**config.mk**
```make
export PLATFORM = sky130hd
export DESIGN_NAME = elevator_request_scheduler
export DESIGN_NICKNAME = d
export VERILOG_FILES = /design/src/rtl/elevator_pkg.sv /design/src/rtl/elevator_look_picker.sv /design/src/rtl/elevator_request_scheduler.sv
export SDC_FILE = /design/constraint.sdc
export NUM_CORES = 1
export LEC_CHECK = 0
export ABC_AREA = 1
export CAP_MARGIN = 20
export CORE_MARGIN = 2
export CORE_UTILIZATION = 40
export DETAILED_ROUTE_END_ITERATION = 16
export DONT_BUFFER_PORTS = 1
export GPL_ROUTABILITY_DRIVEN = 0
export GPL_TIMING_DRIVEN = 0
export PLACE_DENSITY = 0.66
export SKIP_LAST_GASP = 1
export SYNTH_ARGS = -nofsm -noshare
export SYNTH_HDL_FRONTEND = slang
export SYNTH_SLANG_ARGS = --single-unit
export TNS_END_PERCENT = 50
```
**constraint.sdc**
```tcl
create_clock -name clk -period 1.4 [get_ports clk]
set_input_delay 0.14 -clock clk [delete_from_list [all_inputs] [get_ports clk]]
set_output_delay 0.14 -clock clk [all_outputs]
set_load 0.005 [all_outputs]
```
**src/rtl/elevator_pkg.sv**
```systemverilog
// Types shared by the request scheduler and the car controller.
package elevator_pkg;

  localparam int FLOOR_W_DEFAULT = 4;

  typedef enum logic [1:0] {
    ST_IDLE   = 2'd0,
    ST_PICK   = 2'd1,
    ST_OFFER  = 2'd2,
    ST_TRAVEL = 2'd3
  } sched_state_e;

endpackage

```
**src/rtl/elevator_look_picker.sv**
```systemverilog
// LOOK target selection: lowest pending floor at/above the car when sweeping up,
// highest at/below when sweeping down, reversing only when nothing lies ahead.
module elevator_look_picker
  import elevator_pkg::*;
#(
  parameter int FLOORS  = 16,
  parameter int FLOOR_W = FLOOR_W_DEFAULT
) (
  input  logic [FLOORS-1:0]  pending,
  input  logic [FLOOR_W-1:0] current_floor,
  input  logic               sweep_up,
  output logic               found,
  output logic [FLOOR_W-1:0] pick_floor,
  output logic               new_sweep_up
);

  int  cur;
  int  lo_ge;
  int  hi_le;
  logic any_ge;
  logic any_le;

  // NOTE: every variable gets a default at the top of the block so no path leaves it unassigned (no latch).
  always_comb begin
    cur    = (int'(current_floor) >= FLOORS) ? FLOORS - 1 : int'(current_floor);
    lo_ge  = 0;
    hi_le  = 0;
    any_ge = 1'b0;
    any_le = 1'b0;

    // Descending scan: the last hit is the lowest index at/above the car.
    for (int i = FLOORS - 1; i >= 0; i--) begin
      if (pending[i] && i >= cur) begin
        lo_ge  = i;
        any_ge = 1'b1;
      end
    end
    // Ascending scan: the last hit is the highest index at/below the car.
    for (int i = 0; i < FLOORS; i++) begin
      if (pending[i] && i <= cur) begin
        hi_le  = i;
        any_le = 1'b1;
      end
    end

    found = |pending;
    // With nothing ahead, every pending floor is behind, so the opposite scan
    // already yields the nearest floor in the reversed direction.
    if (sweep_up) begin
      new_sweep_up = any_ge;
      pick_floor   = any_ge ? FLOOR_W'(lo_ge) : FLOOR_W'(hi_le);
    end else begin
      new_sweep_up = !any_le;
      pick_floor   = any_le ? FLOOR_W'(hi_le) : FLOOR_W'(lo_ge);
    end
  end

endmodule

```
**src/rtl/elevator_request_scheduler.sv**
```systemverilog
// Collects floor calls and dispatches LOOK-ordered targets over valid/ready.
// Optional arrival watchdog and timeout_flag port: define ELEV_SCHED_TIMEOUT_EN.
module elevator_request_scheduler
  import elevator_pkg::*;
#(
  parameter int FLOORS         = 16,
  parameter int FLOOR_W        = FLOOR_W_DEFAULT,
  parameter int TIMEOUT_CYCLES = 1024
) (
  input  logic               clk,
  input  logic               rst_n,
  input  logic [FLOORS-1:0]  call_req,
  input  logic [FLOOR_W-1:0] current_floor,
  input  logic               arrived,
  output logic               target_valid,
  input  logic               target_ready,
  output logic [FLOOR_W-1:0] target_floor,
  output logic               sweep_up,
  output logic [FLOORS-1:0]  pending,
  output logic               busy
`ifdef ELEV_SCHED_TIMEOUT_EN
  ,
  output logic               timeout_flag
`endif
);

  if (FLOORS < 2 || FLOORS > 16 || FLOOR_W < $clog2(FLOORS)) begin : g_bad_floors
    $error("elevator_request_scheduler: unsupported FLOORS/FLOOR_W");
  end
  if (TIMEOUT_CYCLES < 1) begin : g_bad_timeout
    $error("elevator_request_scheduler: TIMEOUT_CYCLES must be >= 1");
  end

  sched_state_e       state_q, state_d;
  logic [FLOORS-1:0]  pending_q, pending_d;
  logic [FLOOR_W-1:0] target_q, target_d;
  logic               sweep_up_q, sweep_up_d;
  logic               target_valid_q, target_valid_d;
  logic               busy_q, busy_d;

  logic               found;
  logic [FLOOR_W-1:0] pick_floor;
  logic               new_sweep_up;
  logic               timeout_hit;
  logic               retire;

  elevator_look_picker #(
    .FLOORS  (FLOORS),
    .FLOOR_W (FLOOR_W)
  ) u_picker (
    .pending      (pending_q),
    .current_floor(current_floor),
    .sweep_up     (sweep_up_q),
    .found        (found),
    .pick_floor   (pick_floor),
    .new_sweep_up (new_sweep_up)
  );

`ifdef ELEV_SCHED_TIMEOUT_EN
  localparam int TMO_W = $clog2(TIMEOUT_CYCLES + 1);

  logic [TMO_W-1:0] tmo_cnt_q, tmo_cnt_d;
  logic             timeout_flag_q, timeout_flag_d;

  // Counter is zero on TRAVEL entry; an arrival in the final cycle beats the timeout.
  always_comb begin
    tmo_cnt_d   = '0;
    timeout_hit = 1'b0;
    if (state_q == ST_TRAVEL && !arrived) begin
      if (tmo_cnt_q == TMO_W'(TIMEOUT_CYCLES - 1)) timeout_hit = 1'b1;
      else                                         tmo_cnt_d   = tmo_cnt_q + 1'b1;
    end
    timeout_flag_d = timeout_hit;
  end

  always_ff @(posedge clk or negedge rst_n) begin
    if (!rst_n) begin
      tmo_cnt_q      <= '0;
      timeout_flag_q <= 1'b0;
    end else begin
      tmo_cnt_q      <= tmo_cnt_d;
      timeout_flag_q <= timeout_flag_d;
    end
  end

  assign timeout_flag = timeout_flag_q;
`else
  assign timeout_hit = 1'b0;
`endif

  assign retire = (state_q == ST_TRAVEL) && (arrived || timeout_hit);

  always_comb begin
    state_d    = state_q;
    target_d   = target_q;
    sweep_up_d = sweep_up_q;
    // The clear is applied after the OR so a same-cycle call for the served floor is dropped.
    pending_d  = (pending_q | call_req) & ~(retire ? (FLOORS'(1) << target_q) : '0);

    unique case (state_q)
      ST_IDLE:   if (|pending_q) state_d = ST_PICK;
      ST_PICK: begin
        if (found) begin
          target_d   = pick_floor;
          sweep_up_d = new_sweep_up;
          state_d    = ST_OFFER;
        end else begin
          state_d    = ST_IDLE;
        end
      end
      ST_OFFER:  if (target_ready) state_d = ST_TRAVEL;
      ST_TRAVEL: if (retire)       state_d = ST_IDLE;
      default:   state_d = ST_IDLE;
    endcase

    target_valid_d = (state_d == ST_OFFER);
    busy_d         = (state_d == ST_TRAVEL);
  end

  // NOTE: state registers use non-blocking assignments so every flop samples pre-edge values.
  always_ff @(posedge clk or negedge rst_n) begin
    if (!rst_n) begin
      state_q        <= ST_IDLE;
      pending_q      <= '0;
      target_q       <= '0;
      sweep_up_q     <= 1'b1;
      target_valid_q <= 1'b0;
      busy_q         <= 1'b0;
    end else begin
      state_q        <= state_d;
      pending_q      <= pending_d;
      target_q       <= target_d;
      sweep_up_q     <= sweep_up_d;
      target_valid_q <= target_valid_d;
      busy_q         <= busy_d;
    end
  end

  assign target_valid = target_valid_q;
  assign target_floor = target_q;
  assign sweep_up     = sweep_up_q;
  assign pending      = pending_q;
  assign busy         = busy_q;

endmodule
```
==> results.sh, run 1 <==
export IMPL_hold_path_depth=2
export IMPL_p_leak_nw=0.9264
export IMPL_min_delay_path_class="input pin to flop"
export IMPL_place_hpwl_mm=3.528
export IMPL_netlist_instances=246
export IMPL_die_area_um2=4762
export IMPL_peakVddDrop_mv=0.9805
export IMPL_placed_area_um2=1760
export IMPL_avgSynthCellArea_um2=6.871
export IMPL_period_share=1.213
export IMPL_run_status="finished, violations left"
export IMPL_grt_pass1_vias=1767
export IMPL_cts_sinks=25
export IMPL_setup_viol=8
export IMPL_crit_type="flop to flop"
export IMPL_fill_cells=407
export IMPL_grt_use_met1=0.2759
export IMPL_power_density_nw_per_um2=1263
export IMPL_vias_per_cell=5.448
export IMPL_violations="setup timing"
export IMPL_finClkSkew_ps=5.654
export IMPL_hold_viol=0
export IMPL_initial_core_util=0.4196
export IMPL_grt_use_met3=0.03509
export IMPL_tightest_slew_ps=565.0
export IMPL_htreeDepth=1
export IMPL_startpoint_type="flop"
export IMPL_min_delay_start="call_req[0]"
export IMPL_routedWlPerCell_um=14.85
export IMPL_grt_overflow_total=0
export IMPL_cp_required_ps=1590
export IMPL_busiest_layer="met2"
export IMPL_final_area_um2=2062
export IMPL_yosysWarnings=0
export IMPL_antenna_found_initial=0
export IMPL_rsz0062_at_grt="yes"
export IMPL_gr_usage_met2=0.3451
export IMPL_cts_tree="built"
export IMPL_grt_pass1_wl_mm=8.162
export IMPL_synth_top_area_frac=0.3553
export IMPL_drc=0
export IMPL_cp_startpoint="pending[10]"
export IMPL_syn_nets=270
export IMPL_dpl_cell_count=296
export IMPL_synth_area_um2=1690
export IMPL_path_clk_slew_ps=80
export IMPL_cp_arrival_ps=1890
export IMPL_num_io_pins=47
export IMPL_slew_headroom=0.6221
export IMPL_grt_usage=0.2093
export IMPL_ant_nets=0
export IMPL_ys_seq_area_frac=0.3708
export IMPL_wirelength_mm=4.706
export IMPL_syn2layout_area_growth_pct=21.98
export IMPL_synth_cell_types=36
export IMPL_rows=23
export IMPL_root_buffer="clkbuf_8"
export IMPL_ys_ff_latch=25
export IMPL_cp_end_kind="flop"
export IMPL_fin_util=0.5118
export IMPL_insertion_delay_ps=270
export IMPL_final_cell_count_no_fill=317
export IMPL_worst_path_max_fanout=5
export IMPL_power_mw=2.605
export IMPL_core_um2=4029
export IMPL_grt_max_degree=26
export IMPL_pre_cts_slack_ps=-324.2
export IMPL_min_period_ps=1699
export IMPL_final_net_count=292
export IMPL_worst_slack_ps=-298.8
export IMPL_vias=1727
export IMPL_drive_above_1_share=0.3221
export IMPL_ctsLongestPathBuffers=2
export IMPL_dr_pass1_iters=4
export IMPL_die_y_um=69.01
export IMPL_portBuffers=0
export IMPL_r2r_cells=10
export IMPL_fmax_mhz=588.7
export IMPL_die_w_um=69.01
export IMPL_diodes=0
export IMPL_drv_slew=0
export IMPL_timing_rr_start="pending[10]"
export IMPL_yosys_top_cells_area="dfrtp_1 (36%), nand2_1 (15%), nor2_1 (7.5%)"
export IMPL_drtIter0Drc=132
export IMPL_drv_cap=0
export IMPL_synth_top_cell_by_area="dfrtp_1"
export IMPL_numCtsBuffers=3
==> stage by stage <==
| step | hold WS (ps) | setup TNS (ps) |
|---|---|---|
| after floorplan | -155.6 | -255.5 |
| after global placement | -155.2 | -1859 |
| after detailed placement | -155.2 | -1973 |
| after CTS | 17.52 | -1980 |
| after global routing | 21.04 | -3746 |
| final | 17.34 | -1885 |
==> kinds of logic after synthesis <==
kind of cell	count (synthesis)	synth area share
compound gates	49	0.1769
buf+inv	31	0.07327
flops	25	0.3708
simple gates	141	0.3790
==> flip-flops by register name, indices dropped and copies added, names as in the netlist <==
| signal | flops |
|---|---|
| sweep_up | 1 |
| target_floor | 4 |
| busy | 1 |
| pending | 16 |
| state_q | 2 |
| target_valid | 1 |
==> final cells by class <==
cell class	count	area, um^2	area share
Tap cell	50	62.56	0.03034
Sequential cell	25	636.9	0.3089
Buffer	1	11.26	0.005461
Multi-Input combinational cell	190	1047	0.5079
Timing Repair Buffer	17	143.9	0.06978
Clock buffer	4	45.04	0.02184
Inverter	30	115.1	0.05582
==> cells in the mapped netlist <==
| master | n |
|---|---|
| buf_6 | 1 |
| inv_1 | 23 |
| nor4_1 | 1 |
| or2b_2 | 1 |
| o21ai_2 | 2 |
| nand3_2 | 2 |
| nand4_1 | 2 |
| a21boi_0 | 1 |
| nor2_4 | 2 |
| nor2_1 | 34 |
| dfrtp_1 | 24 |
| or2_2 | 1 |
| o211ai_1 | 2 |
| o21ai_1 | 9 |
| nor3_1 | 11 |
| inv_2 | 6 |
| nand3b_1 | 1 |
| nor2_2 | 4 |
| o221ai_1 | 1 |
| a31oi_1 | 1 |
| nand3_1 | 9 |
| a211oi_1 | 1 |
| dfstp_2 | 1 |
| a22oi_2 | 1 |
| nand2_4 | 1 |
| o21ai_0 | 3 |
| o21bai_1 | 1 |
| o21ai_4 | 1 |
| a21oi_1 | 23 |
| nand2_1 | 67 |
| a21oi_2 | 1 |
| a31o_1 | 1 |
| o31ai_1 | 1 |
| nand2_2 | 4 |
| clkinv_1 | 1 |
| nor3_4 | 1 |
==> report_power, final <==
part           internal (mW)  switching (mW)
registers              0.891           0.248
clock network          0.204           0.218
logic                  0.407           0.638
total                   1.50            1.10
==> path summary, 6_finish.rpt <==
check,endpoint,slack (ps)
worst max-delay path,target_floor[2],-300
worst min-delay path,pending[0],20
worst max register to register,target_floor[2],-300
worst min register to register,sweep_up,520
max in group asynchronous,pending[2],600
min in group asynchronous,pending[4],300
==> per-layer routing <==
metal	vias up	wire, um	share of wire
met3	14	329	0.070
met2	59	2332	0.50
li1	857	-	-
met1	797	1911	0.41
met5	-	0	0
met4	0	133	0.028
==> placed cells by master, fill, tap and decap left out, drive strengths merged <==
cell type / netlist / layout
nand4: 2 / 2
o211ai: 2 / 2
o221ai: 1 / 1
inv: 29 / 29
or2b: 1 / 1
buf: 1 / 16
dfstp: 1 / 1
o21bai: 1 / 1
clkbuf: 0 / 4
clkinv: 1 / 1
dlygate4sd3: 0 / 2
nand2: 72 / 72
a211oi: 1 / 1
o31ai: 1 / 1
a31oi: 1 / 1
a21boi: 1 / 1
a22oi: 1 / 1
nor4: 1 / 1
nor3: 12 / 12
a21oi: 24 / 24
a31o: 1 / 1
o21ai: 15 / 15
or2: 1 / 1
nand3b: 1 / 1
nand3: 11 / 11
nor2: 40 / 40
dfrtp: 24 / 24
==> critical path: stages (launching register included) <==
cell      delay, ps
dfrtp_2         450
o211ai_1        140
nand2_1         140
nor2_2          140
nand2_2         110
nor2_4          140
nand2_2          90
nand3_4         110
buf_6           130
nor2_1           50
a22oi_2         120
==> repair_timing <==
action	4_1_cts	5_1_grt
pin swaps	13	14
cloned	1	0
resized for setup	18	26
setup endpoints to repair	24	24
hold endpoints to repair	26	0
hold buffers	2	0
setup buffers	13	0
No activity file was read; power rests on OpenSTA's default activity.
==> run 2: changes to the inputs <==
- PLACE_DENSITY: 0.66 -> default
==> run 2 against run 1 <==
Net effect:
- the flow still finishes with violations (setup timing)
- critical path type unchanged
- sequential share of layout area grew 0.55 points
- final area shrank 1.9%
- clock skew shrank 2.6 ps
- highest routed layer unchanged
- critical endpoint unchanged
- largest power group unchanged
- clock power is essentially flat
- worst hold slack lost 6.2 ps
- flip-flop and latch count is the same
==> results.sh, run 2 (same netlist as run 1, synthesis figures left out) <==
export IMPL_power_share_clock=0.165
export IMPL_hold_viol=0
export IMPL_diodes=0
export IMPL_whs_ps=11.12
export IMPL_grt_max_degree=26
export IMPL_pwr_share_seq=0.444
export IMPL_min_delay_start="call_req[1]"
export IMPL_min_period_ps=1760
export IMPL_slew_headroom=0.7537
export IMPL_power_mw=2.554
export IMPL_num_io_pins=47
export IMPL_r2r_cells=12
export IMPL_core_um2=4029
export IMPL_drive_above_1_share=0.2786
export IMPL_p_comb_frac=0.390
export IMPL_p_leak_nw=0.9154
export IMPL_vias_per_cell=5.362
export IMPL_cp_arrival_ps=1910
export IMPL_initial_core_util=0.4196
export IMPL_drv_cap=0
export IMPL_power_switching_mw=1.066
export IMPL_peakVddDrop_mv=0.9212
export IMPL_root_buffer="clkbuf_8"
export IMPL_die_w_um=69.01
export IMPL_grt_pass1_wl_mm=7.314
export IMPL_hold_path_depth=2
export IMPL_worst_slack_ps=-360.5
export IMPL_wirelength_mm=4.544
export IMPL_syn2layout_area_growth_pct=19.62
export IMPL_setup_viol=8
export IMPL_largest_reg_flops=16
export IMPL_vias=1673
export IMPL_ant_nets=0
export IMPL_tightest_slew_ps=369.0
export IMPL_die_area_um2=4762
export IMPL_insertion_delay_ps=270
export IMPL_run_status="finished, violations left"
export IMPL_path_clk_slew_ps=80
export IMPL_finClkSkew_ps=3.088
export IMPL_drc=0
export IMPL_cts_tree="built"
export IMPL_grt_pass1_vias=1519
export IMPL_rows=23
export IMPL_drtIter0Drc=66
export IMPL_startpoint_type="flop"
export IMPL_drv_slew=0
export IMPL_power_density_nw_per_um2=1263
export IMPL_rr_endpoint="target_floor[2]"
export IMPL_p_sw_frac=0.4173
export IMPL_placed_area_um2=1760
export IMPL_period_share=1.257
export IMPL_antenna_found_initial=0
export IMPL_mostFrequentLayoutCells="nand2_1 (60), nor2_1 (27), a21oi_1 (23)"
export IMPL_portBuffers=0
export IMPL_worst_path_max_fanout=4
export IMPL_crit_type="flop to flop"
export IMPL_final_net_count=287
export IMPL_place_hpwl_mm=3.559
export IMPL_p_int_mw=1.489
export IMPL_holdPathEnd="pending[1]"
export IMPL_ctsLongestPathBuffers=2
export IMPL_fmax_mhz=568.0
export IMPL_fin_util=0.5019
export IMPL_grt_overflow_total=0
export IMPL_dr_pass1_iters=4
export IMPL_final_common_cell="nand2_1"
export IMPL_rsz0062_at_grt="yes"
export IMPL_htreeDepth=1
export IMPL_violations="setup timing"
export IMPL_cp_required_ps=1550
export IMPL_min_delay_path_class="input pin to flop"
export IMPL_cts_sinks=25
export IMPL_routedWlPerCell_um=14.56
export IMPL_final_area_um2=2022
export IMPL_numCtsBuffers=3
export IMPL_cp_end_kind="flop"
export IMPL_timing_rr_start="pending[10]"
export IMPL_die_y_um=69.01
export IMPL_reg2reg_setup_slack_ps=-360
export IMPL_grt_usage=0.1870
## run 2: power groups by stage
| stage | Sequential (mW) | Clock, mW | Combinational (mW) |
|---|---|---|---|
| final | 1.14 | 0.422 | 0.997 |
| after global routing | 1.16 | 0.464 | 1.12 |
| after CTS | 1.12 | 0.426 | 0.906 |
| after detailed placement | 1.13 | 0 | 0.819 |
| after global placement | 1.12 | 0 | 0.811 |
| after floorplan | 1.05 | 0 | 0.672 |
## run 2: metrics by stage
| stage | setup TNS (ps) | std cells | setup WS (ps) |
|---|---|---|---|
| 2_1_floorplan | -255.5 | 246 | -72.35 |
| 3_3_place_gp | -2331 | 296 | -329.0 |
| 3_5_place_dp | -2955 | 296 | -321.5 |
| 4_1_cts | -2692 | 308 | -312.4 |
| 5_1_grt | -3413 | 312 | -442.7 |
| 6_report | -2060 | 312 | -360.5 |
## run 2: final cells by class
cell class                      count  area [um^2]
Tap cell                           50        62.56
Multi-Input combinational cell    190         1036
Fill cell                         426         2007
Inverter                           30        112.6
Sequential cell                    25        635.6
Clock buffer                        4        45.04
Timing Repair Buffer               12        118.9
Buffer                              1        11.26
## run 2: worst max path at each step
| stage | end | from | slack [ps] | cells past startpoint |
|---|---|---|---|---|
| 2_1_floorplan | target_floor[1] | pending[5] | -70 | 10 |
| 3_3_place_gp | target_floor[1] | pending[5] | -330 | 10 |
| 3_5_place_dp | target_floor[2] | pending[14] | -320 | 10 |
| 4_1_cts | target_floor[3] | pending[10] | -310 | 9 |
| 5_1_grt | target_floor[1] | pending[2] | -440 | 8 |
| 6_report | target_floor[2] | pending[10] | -360 | 12 |
## run 2: worst max-delay path, stage by stage, from the launching register on
cell and delay, ps:
dfrtp_1 430, o211ai_1 170, nand2_1 150, nor2_2 60
buf_4 130, buf_4 120, buf_4 120, buf_4 120
buf_4 120, nand2_2 40, nand2_1 40, nand2_1 90
a22oi_2 50
## run 2: repair_timing
action	4_1_cts	5_1_grt
hold endpoints to repair	26	0
gates cloned	1	0
hold buffers	2	0
pin swaps	6	11
gates resized for setup	11	23
buffers inserted	5	3
endpoints found under the setup margin	24	23
## run 2: metal layers
metal / up-vias / wire [um] / GRT usage
li1: 846 / - / -
met1: 779 / 2010 / 0.2613
met2: 43 / 2211 / 0.3024
met3: 5 / 270 / 0.03070
met4: 0 / 52 / 0.04575
met5: - / 0 / 0
